--- config.mk ---
export PLATFORM = sky130hd
export DESIGN_NAME = score_digits
export DESIGN_NICKNAME = d
export VERILOG_FILES = /design/src/rtl/score_pkg.sv /design/src/rtl/score_digits_add3.sv /design/src/rtl/score_digits.sv
export SDC_FILE = /design/constraint.sdc
export NUM_CORES = 1
export LEC_CHECK = 0
export BUFFER_PORTS_ARGS = -buffer_cell sky130_fd_sc_hd__buf_2
export CAP_MARGIN = 30
export CELL_PAD_IN_SITES_DETAIL_PLACEMENT = 0
export CELL_PAD_IN_SITES_GLOBAL_PLACEMENT = 2
export CORE_ASPECT_RATIO = 0.7
export CORE_MARGIN = 2
export CORE_UTILIZATION = 36
export CTS_CLUSTER_DIAMETER = 80
export CTS_CLUSTER_SIZE = 40
export DETAILED_ROUTE_END_ITERATION = 10
export PLACE_DENSITY_LB_ADDON = 0.1
export SYNTH_ARGS = -nofsm -noshare
export SYNTH_HDL_FRONTEND = slang
export SYNTH_SLANG_ARGS = --single-unit
export TNS_END_PERCENT = 1
--- constraint.sdc ---
create_clock -name clk -period 2.3 [get_ports clk]
set_input_delay 0 -clock clk [delete_from_list [all_inputs] [get_ports clk]]
set_output_delay 0 -clock clk [all_outputs]
set_load 0.01 [all_outputs]
--- src/rtl/score_pkg.sv ---
// Shared definitions for the binary-to-BCD score display path.
package score_pkg;

    localparam int BCD_W = 4;

    typedef logic [1:0] state_t;
    localparam state_t S_IDLE   = 2'd0;
    localparam state_t S_SHIFT  = 2'd1;
    localparam state_t S_COMMIT = 2'd2;

    // Decimal digits needed to hold the largest BIN_W-bit value.
    function automatic int dec_digits(input int bits);
        longint v;
        int     n;
        v = (longint'(1) << bits) - 1;
        n = 1;
        while (v >= 10) begin
            v = v / 10;
            n++;
        end
        return n;
    endfunction

    // Largest value representable in n decimal digits (10^n - 1).
    function automatic longint digit_limit(input int n);
        longint r;
        r = 1;
        for (int i = 0; i < n; i++) r = r * 10;
        return r - 1;
    endfunction

endpackage

--- src/rtl/score_digits_add3.sv ---
// Double-dabble digit correction: add 3 to a BCD digit that is 5 or more.
module bcd_add3
    import score_pkg::*;
(
    input  logic [BCD_W-1:0] i_d,
    output logic [BCD_W-1:0] o_d
);

    assign o_d = (i_d >= BCD_W'(5)) ? i_d + BCD_W'(3) : i_d;

endmodule

--- src/rtl/score_digits.sv ---
// Serial binary-to-BCD score converter (one bit per cycle) with saturation
// and leading-zero blank flags for a seven-segment display.
module score_digits
    import score_pkg::*;
#(
    parameter int BIN_W      = 10,
    parameter int NUM_DIGITS = 3,
    parameter int BLANK_LZ   = 1
) (
    input  logic                          clk,
    input  logic                          reset,
    input  logic [BIN_W-1:0]              score_in,
    input  logic                          load,
    output logic                          busy,
    output logic                          valid,
    output logic [BCD_W*NUM_DIGITS-1:0]   digits,
    output logic [NUM_DIGITS-1:0]         blank,
    output logic                          overflow
);

    // Accumulator always spans the full BIN_W range so overflow is exact.
    localparam int ACC_D0 = dec_digits(BIN_W);
    localparam int ACC_D  = (ACC_D0 > NUM_DIGITS) ? ACC_D0 : NUM_DIGITS;
    localparam int ACC_W  = ACC_D * BCD_W;
    localparam int CNT_W  = $clog2(BIN_W + 1);
    localparam logic [NUM_DIGITS-1:0] BLANK_RST =
        (BLANK_LZ != 0) ? ~NUM_DIGITS'(1) : '0;

    state_t                        r_state;
    logic [BIN_W-1:0]              r_sr;
    logic [ACC_W-1:0]              r_acc;
    logic [CNT_W-1:0]              r_cnt;
    logic [BCD_W*NUM_DIGITS-1:0]   r_digits;
    logic [NUM_DIGITS-1:0]         r_blank;
    logic                          r_ovf;

    logic [ACC_W-1:0]              w_adj;
    logic [ACC_W-1:0]              w_acc_nxt;
    logic [BCD_W*NUM_DIGITS-1:0]   w_dig;
    logic [NUM_DIGITS-1:0]         w_blank;
    logic                          w_ovf;
    logic                          w_lz;

    genvar g;
    generate
        for (g = 0; g < ACC_D; g++) begin : g_add3
            bcd_add3 u_add3 (
                .i_d (r_acc[g*BCD_W +: BCD_W]),
                .o_d (w_adj[g*BCD_W +: BCD_W])
            );
        end
    endgenerate

    assign w_acc_nxt = {w_adj[ACC_W-2:0], r_sr[BIN_W-1]};

    // Result as it will look after the final shift; only latched then.
    always_comb begin
        w_ovf = 1'b0;
        for (int i = NUM_DIGITS; i < ACC_D; i++) begin
            if (w_acc_nxt[i*BCD_W +: BCD_W] != '0) w_ovf = 1'b1;
        end
        w_dig = w_ovf ? {NUM_DIGITS{4'h9}} : w_acc_nxt[BCD_W*NUM_DIGITS-1:0];
        w_blank = '0;
        w_lz    = 1'b1;
        if (BLANK_LZ != 0) begin
            for (int i = NUM_DIGITS - 1; i >= 1; i--) begin
                w_lz       = w_lz & (w_dig[i*BCD_W +: BCD_W] == '0);
                w_blank[i] = w_lz;
            end
        end
    end

    always_ff @(posedge clk or posedge reset) begin
        if (reset) begin
            r_state  <= S_IDLE;
            r_sr     <= '0;
            r_acc    <= '0;
            r_cnt    <= '0;
            r_digits <= '0;
            r_blank  <= BLANK_RST;
            r_ovf    <= 1'b0;
        end else begin
            case (r_state)
                S_IDLE: begin
                    if (load) begin
                        r_sr    <= score_in;
                        r_acc   <= '0;
                        r_cnt   <= CNT_W'(BIN_W);
                        r_state <= S_SHIFT;
                    end
                end
                S_SHIFT: begin
                    r_acc <= w_acc_nxt;
                    r_sr  <= r_sr << 1;
                    r_cnt <= r_cnt - CNT_W'(1);
                    if (r_cnt == CNT_W'(1)) begin
                        r_digits <= w_dig;
                        r_blank  <= w_blank;
                        r_ovf    <= w_ovf;
                        r_state  <= S_COMMIT;
                    end
                end
                S_COMMIT: r_state <= S_IDLE;
                default:  r_state <= S_IDLE;
            endcase
        end
    end

    assign busy     = (r_state != S_IDLE);
    assign valid    = (r_state == S_COMMIT);
    assign digits   = r_digits;
    assign blank    = r_blank;
    assign overflow = r_ovf;

endmodule
==> impl_metrics.env <==
export IMPL_synth_area_sq_um=2386
export IMPL_syn_num_nets=269
export IMPL_area_growth_pct=19.45
export IMPL_syn_area_per_cell_sq_um=9.699
export IMPL_p_per_area_nw_per_um2=1476
export IMPL_yosys_area_top_type_share_pct=47.19
export IMPL_preCtsSetupSlack_ns=0.2656
export IMPL_fin_nets=313
export IMPL_total_leakage_power_nw=1.300
export IMPL_cp_required_ns=2.47
export IMPL_async_reset_ff_share_pct=100.0
export IMPL_vias=1856
export IMPL_path_delay_family="simple AND/OR/NAND/NOR gates"
export IMPL_path_max_fanout=7
export IMPL_die_height_um=72.12
export IMPL_cp_num_cells=7
export IMPL_fillers=614
export IMPL_ios=31
export IMPL_synthTopCellsByArea="dfrtp_1 (47%), nand2_1 (8.0%), ha_1 (5.2%)"
export IMPL_cts_max_path_buffers=2
export IMPL_grtUsageTotal_pct=15.97
export IMPL_yosysUniqueCellTypes=41
export IMPL_ys_warn_count=0
export IMPL_diodes=0
export IMPL_final_hold_violation_count=0
export IMPL_regArea_sq_um=1179
export IMPL_synth_ff_type="dfrtp_1"
export IMPL_relSlewSlack_pct=55.83
export IMPL_critical_path_class="reg2reg"
export IMPL_antenna_found_initial=0
export IMPL_numCtsBuffers=5
export IMPL_hold_path_class="in2async"
export IMPL_clk_pin_slew_ns=0.09
export IMPL_cts_htree_levels=2
export IMPL_period_minus_slack_ns=2.043
export IMPL_drcViolationCount=0
export IMPL_grt_ovfl_total=0
export IMPL_rows=24
export IMPL_drtIter0Drc=70
export IMPL_syn_inst=246
export IMPL_fin_util_pct=45.20
export IMPL_status="finished, final reports clean"
export IMPL_setup_viol=0
export IMPL_grt_max_degree=32
export IMPL_synthTopCellsByCount="nand2_1 (51), dfrtp_1 (45), a21oi_1 (13), o22ai_1 (13), inv_1 (12)"
export IMPL_critPathMaxStageDelay_ns=0.45
export IMPL_wl_um=5326
export IMPL_fmax_mhz=489.4
export IMPL_finalSetupTns_ns=0
export IMPL_holdWs_ns=0.3323
export IMPL_place_congestion=0.7124
export IMPL_synth_edff_count=0
export IMPL_grt_pass1_vias=1814
export IMPL_multi_input_area_sq_um=1079
export IMPL_drt_first_pass_iters=4
export IMPL_ys_seq_area_share_pct=49.40
export IMPL_drive_gt1_share_pct=21.99
export IMPL_worstMarginPinSlew_ns=0.6616
export IMPL_crit_path_end_kind="flop"
export IMPL_critical_path_arrival_ns=2.22
export IMPL_fin_skew_ns=0.007404
export IMPL_insertion_delay_ns=0.30
export IMPL_grt_pass1_wl_um=9101
export IMPL_synth_most_common_cell="nand2_1"
export IMPL_routedWlPerCell_um=14.43
export IMPL_core_sq_um=6306
export IMPL_die_area_sq_um=7306
export IMPL_max_vdd_ir_drop_uv=572.7
export IMPL_crit_path_cell_trace="inv_1 > ha_1 > nand2b_1 > a21oi_4 > mux2i_1 > and3_1 > a31oi_2"
export IMPL_rsz0062_at_grt="no"
export IMPL_ctsResizeCount=0
export IMPL_viasPerCell=5.030
export IMPL_maxCapViolCount=0
export IMPL_synth_seq_cells=47
export IMPL_start_util_pct=37.84
export IMPL_ant_nets=0
export IMPL_worst_slack_ns=0.2566
export IMPL_synth_area_leader_cell="dfrtp_1"
export IMPL_root_buffer="clkbuf_8"
export IMPL_r2r_cells=7
export IMPL_reg2reg_to="digits[11]$_DFFE_PP0P_"
export IMPL_period_share_pct=88.84
export IMPL_start_kind="flop"
export IMPL_critPathSlowestCell="and3_1"
export IMPL_fp_dieW_um=101.3
export IMPL_port_buffers=29
export IMPL_hpwl_um=3802
export IMPL_ff2ff_setup_slack_ns=0.26
export IMPL_tritoncts="yes"
export IMPL_path_buf_inv=1
export IMPL_clock_sinks=47
export IMPL_rr_startpoint="r_acc[12]$_DFFE_PP0P_"
export IMPL_drv_slew=0
timing repair:
| action | CTS | global route |
|---|---|---|
| setup buffers | 0 | 0 |
| hold endpoints to repair | 38 | 0 |
| hold buffers | 12 | 0 |
through the flow:
| step | instances | total power [mW] | cell area [sq um] |
|---|---|---|---|
| after floorplan | 246 | 3.038 | 2386 |
| after global placement | 349 | 3.621 | 2624 |
| after detailed placement | 349 | 3.615 | 2624 |
| after CTS | 369 | 4.260 | 2850 |
| after global routing | 369 | 4.616 | 2850 |
| final | 369 | 4.208 | 2850 |
layer usage:
layer  track usage (%)  up-vias  wire length (um)
met3             4.239        2               207
met5                 0        -                 0
met1             24.40      888              3022
li1                  -      938                 -
met2             22.52       28              2075
met4             3.604        0                21
flip-flops by register name, summed over array words and instances (netlist names):
name and cells:
r_acc 16, digits 12, r_sr 10, r_cnt 4
blank 2, r_state 2, overflow 1
how the worst max path moves through the flow:
stage	end	slack [ns]	start
after CTS	digits[11]$_DFFE_PP0P_	0.26	r_acc[12]$_DFFE_PP0P_
final	digits[11]$_DFFE_PP0P_	0.26	r_acc[12]$_DFFE_PP0P_
after floorplan	digits[8]$_DFFE_PP0P_	0.58	r_acc[12]$_DFFE_PP0P_
after global placement	digits[11]$_DFFE_PP0P_	0.31	r_acc[12]$_DFFE_PP0P_
after global routing	digits[3]$_DFFE_PP0P_	0.06	r_acc[12]$_DFFE_PP0P_
after detailed placement	digits[11]$_DFFE_PP0P_	0.27	r_acc[12]$_DFFE_PP0P_
kinds of logic after synthesis:
logic type	count (synthesis)	share of synthesized area, %
adder cells (fa/ha/maj)	10	5.244
multiplexers	5	2.255
other	1	0.1572
AND/OR/NAND/NOR	90	17.99
buffers and inverters	27	5.506
AO/OA/AOI/OAI	62	17.99
flip-flops	47	49.40
XOR/XNOR	4	1.468
power breakdown:
part | leakage (nW) | switching, mW | internal [mW]
Clock | 0.0524 | 0.282 | 0.326
Combinational | 0.671 | 1.24 | 0.875
Sequential | 0.576 | 0.288 | 1.19
placed cells by master (no fill, tap or decap), drive strengths merged, types with 2 or more instances in the layout:
| cell type | count |
|---|---|
| a21oi | 14 |
| a22oi | 9 |
| a31oi | 4 |
| and3 | 2 |
| buf | 39 |
| clkbuf | 7 |
| dfrtp | 45 |
| dfstp | 2 |
| dlygate4sd3 | 12 |
| ha | 10 |
| inv | 13 |
| mux2 | 3 |
| mux2i | 2 |
| nand2 | 52 |
| nand2b | 5 |
| nand3 | 3 |
| nor2 | 11 |
| nor3 | 3 |
| nor3b | 7 |
| o21ai | 12 |
| o22ai | 13 |
| o31ai | 9 |
| xnor2 | 4 |
worst register-to-register path, stage by stage, from the launching register on:
cell,delay [ns]
dfrtp_1,0.42
inv_1,0.13
ha_1,0.21
nand2b_1,0.10
a21oi_4,0.21
mux2i_1,0.26
and3_1,0.45
a31oi_2,0.14
final cells by class:
class | instances | area share (%)
repair buffers | 51 | 11.94
clock buffers | 7 | 2.678
clock inverters | 1 | 1.054
flip-flops and latches | 47 | 41.35
inverters | 13 | 1.712
well taps | 78 | 3.424
multi-input cells | 172 | 37.84
Note: power is estimated with default switching activity, not from simulation.
